## src/rtl/latch_ctrl_pkg.sv

```systemverilog
// Shared types and defaults for the SR latch bank write controller.
package latch_ctrl_pkg;

  typedef enum logic [1:0] {
    ST_IDLE   = 2'd0,
    ST_DRIVE  = 2'd1,
    ST_SETTLE = 2'd2,
    ST_CHECK  = 2'd3
  } state_t;

  localparam int PULSE_DEF  = 2;
  localparam int SETTLE_DEF = 1;

  function automatic int max2(input int a, input int b);
    return (a > b) ? a : b;
  endfunction

endpackage

```

## src/rtl/rr_arb2.sv

```systemverilog
// Two-way round-robin arbiter; the pointer remembers the last granted requester.
module rr_arb2 (
  input  logic       clk,
  input  logic       rst_n,
  input  logic [1:0] req,
  input  logic       accept,
  output logic [1:0] grant
);

  logic last_q;

  // On a tie the requester that was not granted last wins.
  always_comb begin
    grant = req;
    if (req == 2'b11) begin
      grant = last_q ? 2'b01 : 2'b10;
    end
  end

  // Reset value makes req0 win the first tie.
  always_ff @(posedge clk or negedge rst_n) begin
    if (!rst_n) begin
      last_q <= 1'b1;
    end else if (accept) begin
      last_q <= grant[1];
    end
  end

endmodule

```

## src/rtl/latch_bank_ctrl.sv

```systemverilog
// Serialises set/reset writes from two requesters onto an SR latch bank
// and verifies each write by reading the latch back.
//
// state     | meaning
// ST_IDLE   | waiting for a request, ready offered to the arbitration winner
// ST_DRIVE  | one-hot set or reset pulse on the target latch, PULSE cycles
// ST_SETTLE | all latch inputs low, SETTLE cycles
// ST_CHECK  | compare readback, pulse done (and err on mismatch)
module latch_bank_ctrl
  import latch_ctrl_pkg::*;
#(
  parameter int N      = 8,
  parameter int PULSE  = PULSE_DEF,
  parameter int SETTLE = SETTLE_DEF,
  // One spare code point so out-of-range indices are expressible when N is a power of two.
  localparam int IDX_W = $clog2(N + 1)
) (
  input  logic             clk,
  input  logic             rst_n,
  input  logic             req0_valid,
  input  logic [IDX_W-1:0] req0_idx,
  input  logic             req0_val,
  output logic             req0_ready,
  input  logic             req1_valid,
  input  logic [IDX_W-1:0] req1_idx,
  input  logic             req1_val,
  output logic             req1_ready,
  output logic [N-1:0]     lat_s,
  output logic [N-1:0]     lat_r,
  input  logic [N-1:0]     lat_q,
  output logic             busy,
  output logic             done,
  output logic             err,
  output logic             done_id
);

  localparam int                CNT_W     = $clog2(max2(PULSE, SETTLE) + 1);
  localparam logic [CNT_W-1:0]  PULSE_LD  = CNT_W'(PULSE - 1);
  localparam logic [CNT_W-1:0]  SETTLE_LD = CNT_W'(SETTLE - 1);
  localparam logic [IDX_W-1:0]  N_IDX     = IDX_W'(N);

  state_t           state_q, state_d;
  logic [CNT_W-1:0] cnt_q, cnt_d;
  logic [IDX_W-1:0] idx_q, idx_d;
  logic             val_q, val_d;
  logic             own_q, own_d;
  logic [N-1:0]     lat_s_q, lat_s_d;
  logic [N-1:0]     lat_r_q, lat_r_d;
  logic             armed_q;

  logic [1:0]       arb_req;
  logic [1:0]       grant;
  logic             accept;
  logic [IDX_W-1:0] sel_idx;
  logic             sel_val;
  logic [N-1:0]     sel_hot;
  logic             q_bit;
  logic             in_range;

  // armed_q holds off ready until the first clock edge after reset release.
  assign arb_req = {req1_valid, req0_valid} & {2{(state_q == ST_IDLE) && armed_q}};
  assign accept  = |grant;

  rr_arb2 u_arb (
    .clk    (clk),
    .rst_n  (rst_n),
    .req    (arb_req),
    .accept (accept),
    .grant  (grant)
  );

  assign sel_idx = grant[1] ? req1_idx : req0_idx;
  assign sel_val = grant[1] ? req1_val : req0_val;

  always_comb begin
    sel_hot = '0;
    for (int i = 0; i < N; i++) begin
      if (sel_idx == IDX_W'(i)) sel_hot[i] = 1'b1;
    end
  end

  // Readback is only looked at while checking.
  always_comb begin
    q_bit = 1'b0;
    if (state_q == ST_CHECK) begin
      for (int i = 0; i < N; i++) begin
        if (idx_q == IDX_W'(i)) q_bit = lat_q[i];
      end
    end
  end

  assign in_range = (idx_q < N_IDX);

  always_comb begin
    state_d = state_q;
    cnt_d   = cnt_q;
    idx_d   = idx_q;
    val_d   = val_q;
    own_d   = own_q;
    lat_s_d = '0;
    lat_r_d = '0;
    case (state_q)
      ST_IDLE: begin
        if (accept) begin
          idx_d = sel_idx;
          val_d = sel_val;
          own_d = grant[1];
          if (sel_idx < N_IDX) begin
            state_d = ST_DRIVE;
            cnt_d   = PULSE_LD;
            lat_s_d = sel_hot & {N{sel_val}};
            lat_r_d = sel_hot & {N{~sel_val}};
          end else begin
            state_d = ST_CHECK;
            cnt_d   = '0;
          end
        end
      end
      ST_DRIVE: begin
        if (cnt_q == '0) begin
          state_d = ST_SETTLE;
          cnt_d   = SETTLE_LD;
        end else begin
          cnt_d   = cnt_q - 1'b1;
          lat_s_d = lat_s_q;
          lat_r_d = lat_r_q;
        end
      end
      ST_SETTLE: begin
        if (cnt_q == '0) begin
          state_d = ST_CHECK;
        end else begin
          cnt_d = cnt_q - 1'b1;
        end
      end
      ST_CHECK: begin
        state_d = ST_IDLE;
        cnt_d   = '0;
      end
      default: begin
        state_d = ST_IDLE;
        cnt_d   = '0;
      end
    endcase
  end

  always_ff @(posedge clk or negedge rst_n) begin
    if (!rst_n) begin
      state_q <= ST_IDLE;
      cnt_q   <= '0;
      idx_q   <= '0;
      val_q   <= 1'b0;
      own_q   <= 1'b0;
      lat_s_q <= '0;
      lat_r_q <= '0;
      armed_q <= 1'b0;
    end else begin
      state_q <= state_d;
      cnt_q   <= cnt_d;
      idx_q   <= idx_d;
      val_q   <= val_d;
      own_q   <= own_d;
      lat_s_q <= lat_s_d;
      lat_r_q <= lat_r_d;
      armed_q <= 1'b1;
    end
  end

  assign req0_ready = grant[0];
  assign req1_ready = grant[1];
  assign lat_s      = lat_s_q;
  assign lat_r      = lat_r_q;
  assign busy       = (state_q != ST_IDLE);
  assign done       = (state_q == ST_CHECK);
  assign err        = done && (!in_range || (q_bit != val_q));
  assign done_id    = done && own_q;

endmodule

```

## config.mk

```make
export PLATFORM = sky130hd
export DESIGN_NAME = latch_bank_ctrl
export DESIGN_NICKNAME = d
export VERILOG_FILES = /design/src/rtl/latch_ctrl_pkg.sv /design/src/rtl/rr_arb2.sv /design/src/rtl/latch_bank_ctrl.sv
export SDC_FILE = /design/constraint.sdc
export NUM_CORES = 1
export LEC_CHECK = 0
export ABC_AREA = 1
export CORE_ASPECT_RATIO = 0.8
export CORE_UTILIZATION = 45
export DETAILED_ROUTE_END_ITERATION = 16
export MAX_ROUTING_LAYER = met4
export PLACE_DENSITY = 0.76
export SYNTH_ARGS = -nofsm -noshare
export SYNTH_HDL_FRONTEND = slang
export SYNTH_SLANG_ARGS = --single-unit
```

## constraint.sdc

```tcl
create_clock -name clk -period 2.2 [get_ports clk]
set_input_delay 0.66 -clock clk [delete_from_list [all_inputs] [get_ports clk]]
set_output_delay 0.66 -clock clk [all_outputs]
set_load 0.01 [all_outputs]
```

==> results, run 1 <==
- The number of non-filler instances in the completed layout is roughly 300.
- The leading register cell type out of synthesis is sky130_fd_sc_hd__dfrtp_1.
- The die outline width is slightly below 70 um.
- The flow ran to the end, and the final reports show no timing, DRC or antenna violations.
- Summed over all layers, the global routing overflow is 0.
- The number of routed nets with antenna violations is 0.
- The total placed cells including tap cells is 305.
- The switching power as a share of total power is between 30% and 40%.
- The worst clock skew is 0.0102 ns.
- The upper clock frequency limit is roughly 470 MHz.
- At the end of routability-driven placement, the weighted congestion stood at around 0.9.
- The final count of pins violating max slew is 0.
- In this run, CTS created clock tree buffers numbering 3.
- The H-tree depth is 1.
- Across all setup checks in the final design, the least slack found is slightly below 0.06 ns.
- In this run, post-CTS hold repair placed 0 buffers.
- The antenna diode count is 0.
- Data on the critical path is required at its endpoint by roughly 1.5 ns.
- Measured along the y axis, the die boundary spans roughly 56 um.
- The total via count after detailed routing is roughly 1400.
- The post-DP HPWL is approximately 2600 um.
- In this run, synthesis inferred 0 flip-flops with an integrated enable.
- The number of iterations in the first detailed-routing pass is 4.
- The signal on the critical path passes through clkdlybuf4s15_1, inv_1, nand2_1, nand3_2, nand3_2, nand2_1, nand2_1, nand3_1, nand2_1, inv_1, buf_2.
- The cell-internal power is around 1.2 mW.
- The routed length per instance is roughly 11 um.
- The largest stage delay on the critical path is ~0.16 ns.
- Input and output buffers added on the ports amount to 43.
- Of all flip-flops after synthesis, the portion carrying an async set or reset was between 90% and 100%.
- The tightest min-delay check is of the reg -> reg type.
- The initial antenna violation count was 0.
- The number of warning messages in the yosys log is 0.
- CTS placed an instance of sky130_fd_sc_hd__clkbuf_8 at the clock tree root.
- The cell area after placement is 0.00217 sq mm.
- The row count is 19.
- The number of I/O pins is 44.
- Leaving out fill and tap cells, the most frequent cells in the layout are 72 x sky130_fd_sc_hd__nand2_1, 32 x sky130_fd_sc_hd__inv_1, 27 x sky130_fd_sc_hd__clkdlybuf4s50_1.
- Across the VDD grid, the largest voltage drop is roughly 0.00043 V.
- STA puts the critical path data arrival time at 1.48 ns.
- The area of the die is about 0.0038 sq mm.
- The first global-routing pass estimated between 5000 and 6000 um of wire.
- The average size of a mapped cell is roughly 7.6 sq um.
- From synthesis to final layout, the design area changed by 38.2%.
- The DRC violation count after routing is 0.
- Along the worst path, the maximum fanout reaches 2.
- The leakage power figure is 1.22 nW.
- The count of distinct cell types in the synthesized netlist is 26.
- The count of mapped cells out of synthesis is roughly 210.
- The starting DRC count in detailed routing is between 80 and 90.
- In this run the power density over the cells is 866 mW/mm^2.
- The maximum buffer depth of the clock tree is 2.
- The minimum clock period is between 2 and 2.5 ns.
- The part of the total power dissipated in combinational logic is approximately half.
- The clock network is responsible for roughly 15% of the overall power.
- The worst setup path is captured at an output pin.
- The register bit count reported by yosys is 28.
- The register area share after synthesis is between 40% and 50%.
- The worst setup path is of the in -> out kind.
- After floorplanning, the core was sized to cover around 0.0034 sq mm.
- For this design, the sink count on the clock tree is 28.
- In this run the register-to-register setup slack is 0.35 ns.
- The period utilization is 97.3%.
- The average vias per placed instance is approximately 4.6.
- The cell with the biggest individual delay on the critical path is sky130_fd_sc_hd__clkdlybuf4s15_1.
- The later pin in the worst-skew pair is clocked with a latency of 0.28 ns.
- The library cell used most frequently in the layout, excluding fill and tap cells, is sky130_fd_sc_hd__nand2_1.
- After routing the design area is 0.00223 sq mm.
- The global-route total usage across every layer is about a fifth.
- At the end of the flow the core is filled with cells to 65.0%.
- The final-report hold violation count is 0.
- TritonCTS built the clock tree.
- Setup violations remaining at the end of the flow were counted as 0.
- The number of nets handed over by synthesis was 241.
- The via count of the first global-routing pass is between 1000 and 1500.
- The largest net degree at the start of global routing is 29.
- Cells with a size suffix above 1 make up a little under a fifth of the layout.
- Wires add up to around 3400 um.
- The netlist area before placement is between 0.0015 and 0.002 sq mm.
- For this design the total switching power over the nets is roughly 770 uW.
- At the end of the flow, the number of nets in the layout was slightly below 300.
- The clock edge transition at the registers on the reported setup and hold paths is ~0.09 ns.
- The share of total power dissipated in sequential elements is between 30% and 40%.
- STA classifies the critical path startpoint as a primary input.
- The max-cap check violation count is 0.
- Once the floorplan was initialized, standard cells occupied between 40% and 50% of the core.
- The worst setup timing slack at the placement stage is -0.610 ns.
- The most numerous cell type found on the critical path is sky130_fd_sc_hd__nand2_1.
## flip-flops by register name, summed over array words and instances, names as in the netlist
signal / flops
armed_q: 1
cnt_q: 2
idx_q: 4
lat_r: 8
lat_s: 8
own_q: 1
state_q: 2
u_arb.last_q: 1
val_q: 1
## Yosys cell counts, types with 3 or more instances
| cell | n | area share [%] |
|---|---|---|
| sky130_fd_sc_hd__a21oi_1 | 3 | 0.93 |
| sky130_fd_sc_hd__dfrtp_1 | 27 | 42 |
| sky130_fd_sc_hd__ha_1 | 8 | 6.2 |
| sky130_fd_sc_hd__inv_1 | 33 | 7.7 |
| sky130_fd_sc_hd__inv_2 | 3 | 0.70 |
| sky130_fd_sc_hd__nand2_1 | 72 | 17 |
| sky130_fd_sc_hd__nand2_2 | 4 | 1.6 |
| sky130_fd_sc_hd__nand3_1 | 23 | 7.1 |
| sky130_fd_sc_hd__nor2_2 | 4 | 1.6 |
| sky130_fd_sc_hd__o21ai_0 | 12 | 3.7 |
| sky130_fd_sc_hd__o21ai_2 | 3 | 1.6 |
## power groups by stage
stage          combinational (mW)  sequential, mW  clock, mW
6_report                    0.939           0.702      0.287
3_3_place_gp                0.918           0.700          0
3_5_place_dp                0.932           0.703          0
2_1_floorplan               0.581           0.692          0
5_1_grt                      1.07           0.715      0.319
4_1_cts                     0.905           0.693      0.294
## cells by family after synthesis
family | count (synthesis) | share of synthesized area [%]
compound gates | 24 | 10.1
fa+ha+maj | 8 | 6.22
buf+inv | 40 | 9.87
flops | 28 | 43.6
other cells | 1 | 0.233
simple gates | 110 | 30.0
## critical path, delay by kind of cell
kind,cells,cell delay (ns)
buf+inv,4,0.34
simple gates,7,0.48
## final timing paths
check,start,endpoint,depth (start not counted)
worst max-delay path,lat_q[4],err,11
worst min-delay path,lat_r[5],lat_r[5],2
worst max register to register,state_q[1],lat_r[6],11
worst min register to register,lat_r[5],lat_r[5],2
max in group asynchronous,rst_n,u_arb.last_q,2
min in group asynchronous,rst_n,lat_s[3],2
## cell type report
| cell class | count | area [sq um] |
|---|---|---|
| Clock buffer | 4 | 45.0 |
| Fill cell | 316 | 1200 |
| Inverter | 36 | 135 |
| Multi-Input combinational cell | 143 | 786 |
| Sequential cell | 28 | 703 |
| Tap cell | 42 | 52.6 |
| Timing Repair Buffer | 56 | 504 |
## layer usage
layer / share of wire, % / vias up / track usage, % / routed length, um
met4: 0.55 / 0 / 3.50 / 19
met3: 4.6 / 2 / 3.93 / 157
met2: 44 / 28 / 29.8 / 1520
met1: 51 / 639 / 29.3 / 1750
met5: 0 / - / - / 0
li1: - / 764 / - / -
## repair_timing
item	4_1_cts	5_1_grt
pin swaps	7	8
buffers inserted	0	0
setup endpoints to repair	5	4
gates resized for setup	25	20
## metrics by stage
step | power (mW) | TNS (ns) | hold WS (ns)
global route | 2.10 | -0.0310 | 0.527
finish | 1.93 | 0 | 0.482
CTS | 1.89 | 0 | 0.488
floorplan | 1.27 | 0 | 0.364
detailed placement | 1.64 | -2.82 | 0.468
global placement | 1.62 | -2.60 | 0.463
(Power assumes the default switching activity.)
==> run 2: changes to the inputs <==
--- a/config.mk
+++ b/config.mk
@@ -8,6 +8,7 @@
 export ABC_AREA = 1
 export CORE_ASPECT_RATIO = 0.8
 export CORE_UTILIZATION = 45
+export CTS_BUF_LIST = sky130_fd_sc_hd__clkbuf_8
 export DETAILED_ROUTE_END_ITERATION = 16
 export MAX_ROUTING_LAYER = met4
 export PLACE_DENSITY = 0.76
==> run 2 against run 1 <==
- sequential share of layout area is the same
- combinational power is essentially flat
- sequential power is essentially flat
- count of clock-buffer cells in the layout shrank 1
- fmax is the same
- flip-flop and latch count is the same
- final area is the same
- largest power group unchanged
- register-to-register slack is essentially flat
- wire length is the same
- die area is the same
==> results, run 2 (synthesized netlist as in run 1, its figures left out) <==
- The antenna diode count is 0 (unchanged).
- The final-report hold violation count was 0 (unchanged).
- The initial antenna violation count is 0 (unchanged).
- The tree is rooted in a sky130_fd_sc_hd__clkbuf_8.
- The final count of pins violating max slew was 0 (unchanged).
- The number of buffers added by the clock tree synthesis step is 3 (unchanged).
- The library cells used most frequently in the layout, excluding fill and tap cells, are 72 x sky130_fd_sc_hd__nand2_1, 33 x sky130_fd_sc_hd__inv_1, 27 x sky130_fd_sc_hd__clkdlybuf4s50_1.
- The largest individual stage delay along the critical path comes from the cell sky130_fd_sc_hd__clkdlybuf4s15_1.
- The total via count after detailed routing is 1433 (unchanged).
- The die outline width came to 68.9 um (unchanged).
- The layout net count is 298 (unchanged).
- The number of buffers added to fix hold violations after cts came to 0 (unchanged).
- Leaving out fill and tap cells, the most frequent cell in the layout is sky130_fd_sc_hd__nand2_1.
- The clock sink count came to 28 (unchanged).
- The number of I/O pins is 44 (unchanged).
- The required time of the critical path is 1.54 ns (about the same).
- The first-pass GRT wire length is 5670 um (unchanged).
- The global-route total usage across every layer is 20.3% (unchanged).
- The critical-path maximum fanout came to 2 (unchanged).
- The core outline area is 0.00342 sq mm (unchanged).
- The maximum buffer depth of the clock tree is 2 (unchanged).
- The TritonCTS clock tree is done.
- The number of routed nets with antenna violations came to 0 (unchanged).
- The utilization after layout is 65.0% (unchanged).
- The number of iterations in the first detailed-routing pass is 4 (unchanged).
- The worst-skew pair later-pin latency came to 0.28 ns (about the same).
- The setup-violating endpoint count in the final report is 0 (unchanged).
- The upper clock frequency limit is 467 MHz (unchanged).
- The critical path goes through clkdlybuf4s15_1, inv_1, nand2_1, nand3_2, nand3_2, nand2_1, nand2_1, nand3_1, nand2_1, inv_1, buf_2.
- The total of fill cells in the finished design is 316 (unchanged).
- The routed length per instance was 11.1 um (unchanged).
- The final routed wirelength across all metal layers came to 3440 um (unchanged).
- STA classifies the critical path startpoint as a primary input.
- The power density of the placed cells is 864 mW/mm^2 (-0.22%).
- The largest stage delay on the critical path came to 0.16 ns (about the same).
- The share of post-route cells with drive strength above 1 came to 18.7% (unchanged).
- The overall power consumption was 1.92 mW (-0.22%).
- The area growth from synthesis to final layout is 38.2% (unchanged).
- The initial cell density of the core is 47.0% (unchanged).
- The H-tree depth is 1 (unchanged).
- The endpoint type of the worst setup path is an output pin.
- In this run the worst hold path is classified as reg -> reg.
- The arrival time reported for the critical path endpoint is 1.48 ns (about the same).
- The type of the worst setup path is in -> out.
- The max-cap check violation count was 0 (unchanged).
- The most numerous cell type found on the critical path is sky130_fd_sc_hd__nand2_1.
- The worst-case vdd ir drop is 0.000426 V (-0.65%).
- The DRC violation count after routing is 0 (unchanged).
- The period utilization was 97.3% (unchanged).
- The y dimension of the die is 55.5 um (unchanged).
- The average vias per placed instance is 4.64 (unchanged).
- The count of input and output buffers is 43 (unchanged).
- The flow ran to the end, and the final reports show no timing, DRC or antenna violations.
- The global route total overflow is 0 (unchanged).
- The leakage power figure is 1.22 nW (+0.34%).
- The post-DP HPWL is 2570 um (unchanged).
- The via count of the first global-routing pass was 1309 (unchanged).
- The starting DRC count in detailed routing came to 87 (unchanged).
- The final estimated routing congestion in global placement is 0.881 (unchanged).
- The clock edge transition at the registers on the reported setup and hold paths came to 0.09 ns (about the same).
- The worst clock skew is 0.0104 ns (+0.000215 ns).
- The largest net degree at the start of global routing was 29 (unchanged).
- The area of the die is 0.00382 sq mm (unchanged).
- The row count is 19 (unchanged).
- The minimum clock period is 2.14 ns (unchanged).
- The setup TNS was 0 ns (unchanged).
- The worst-case hold slack came to 0.482 ns (+0.00000300 ns).
-- run 2: per-stage QoR --
| step | setup slack [ns] | area, sq um | std cells |
|---|---|---|---|
| 3_5_place_dp | -0.610 | 2170 | 305 |
| 5_1_grt | -0.0310 | 2230 | 309 |
| 2_1_floorplan | 0.367 | 1610 | 211 |
| 6_report | 0.0595 | 2230 | 309 |
| 4_1_cts | 0.00607 | 2190 | 309 |
| 3_3_place_gp | -0.610 | 2170 | 305 |
-- run 2: power breakdown --
group	leakage, nW	internal, mW	switching, mW
registers	0.369	0.622	0.0793
logic	0.828	0.407	0.531
clock network	0.0269	0.125	0.157
-- run 2: per-layer routing --
layer  vias up  wire, um  GRT usage, %
li1        764         -             -
met2        28      1510          29.8
met3         2       157          3.93
met5         -         0             -
met4         0        19          3.50
met1       639      1750          29.3
-- run 2: path summary, 6_finish.rpt --
check                                start           end  slack (ns)  cells past startpoint
worst max-delay path              lat_q[4]           err        0.06                     11
worst min-delay path              lat_r[5]      lat_r[5]        0.48                      2
worst max register to register  state_q[1]      lat_r[6]        0.35                     11
worst min register to register    lat_r[5]      lat_r[5]        0.48                      2
max in group asynchronous            rst_n  u_arb.last_q        1.13                      2
min in group asynchronous            rst_n      lat_s[3]        0.76                      2
-- run 2: timing repair --
action / CTS / global route
endpoints found under the setup margin: 5 / 4
gates resized for setup: 25 / 20
pin swaps: 7 / 8
setup buffers: 0 / 0
-- run 2: cell type report --
type	instances	area (sq um)	area share, %
Multi-Input combinational cell	143	786	35.3
Clock inverter	1	3.75	0.169
Clock buffer	3	41.3	1.85
Inverter	36	135	6.07
Tap cell	42	52.6	2.36
Timing Repair Buffer	56	504	22.7
Sequential cell	28	703	31.6
-- run 2: critical path: cells and delay by family --
| kind | cells | cell delay [ns] |
|---|---|---|
| AND/OR/NAND/NOR | 7 | 0.48 |
| buffers and inverters | 4 | 0.34 |
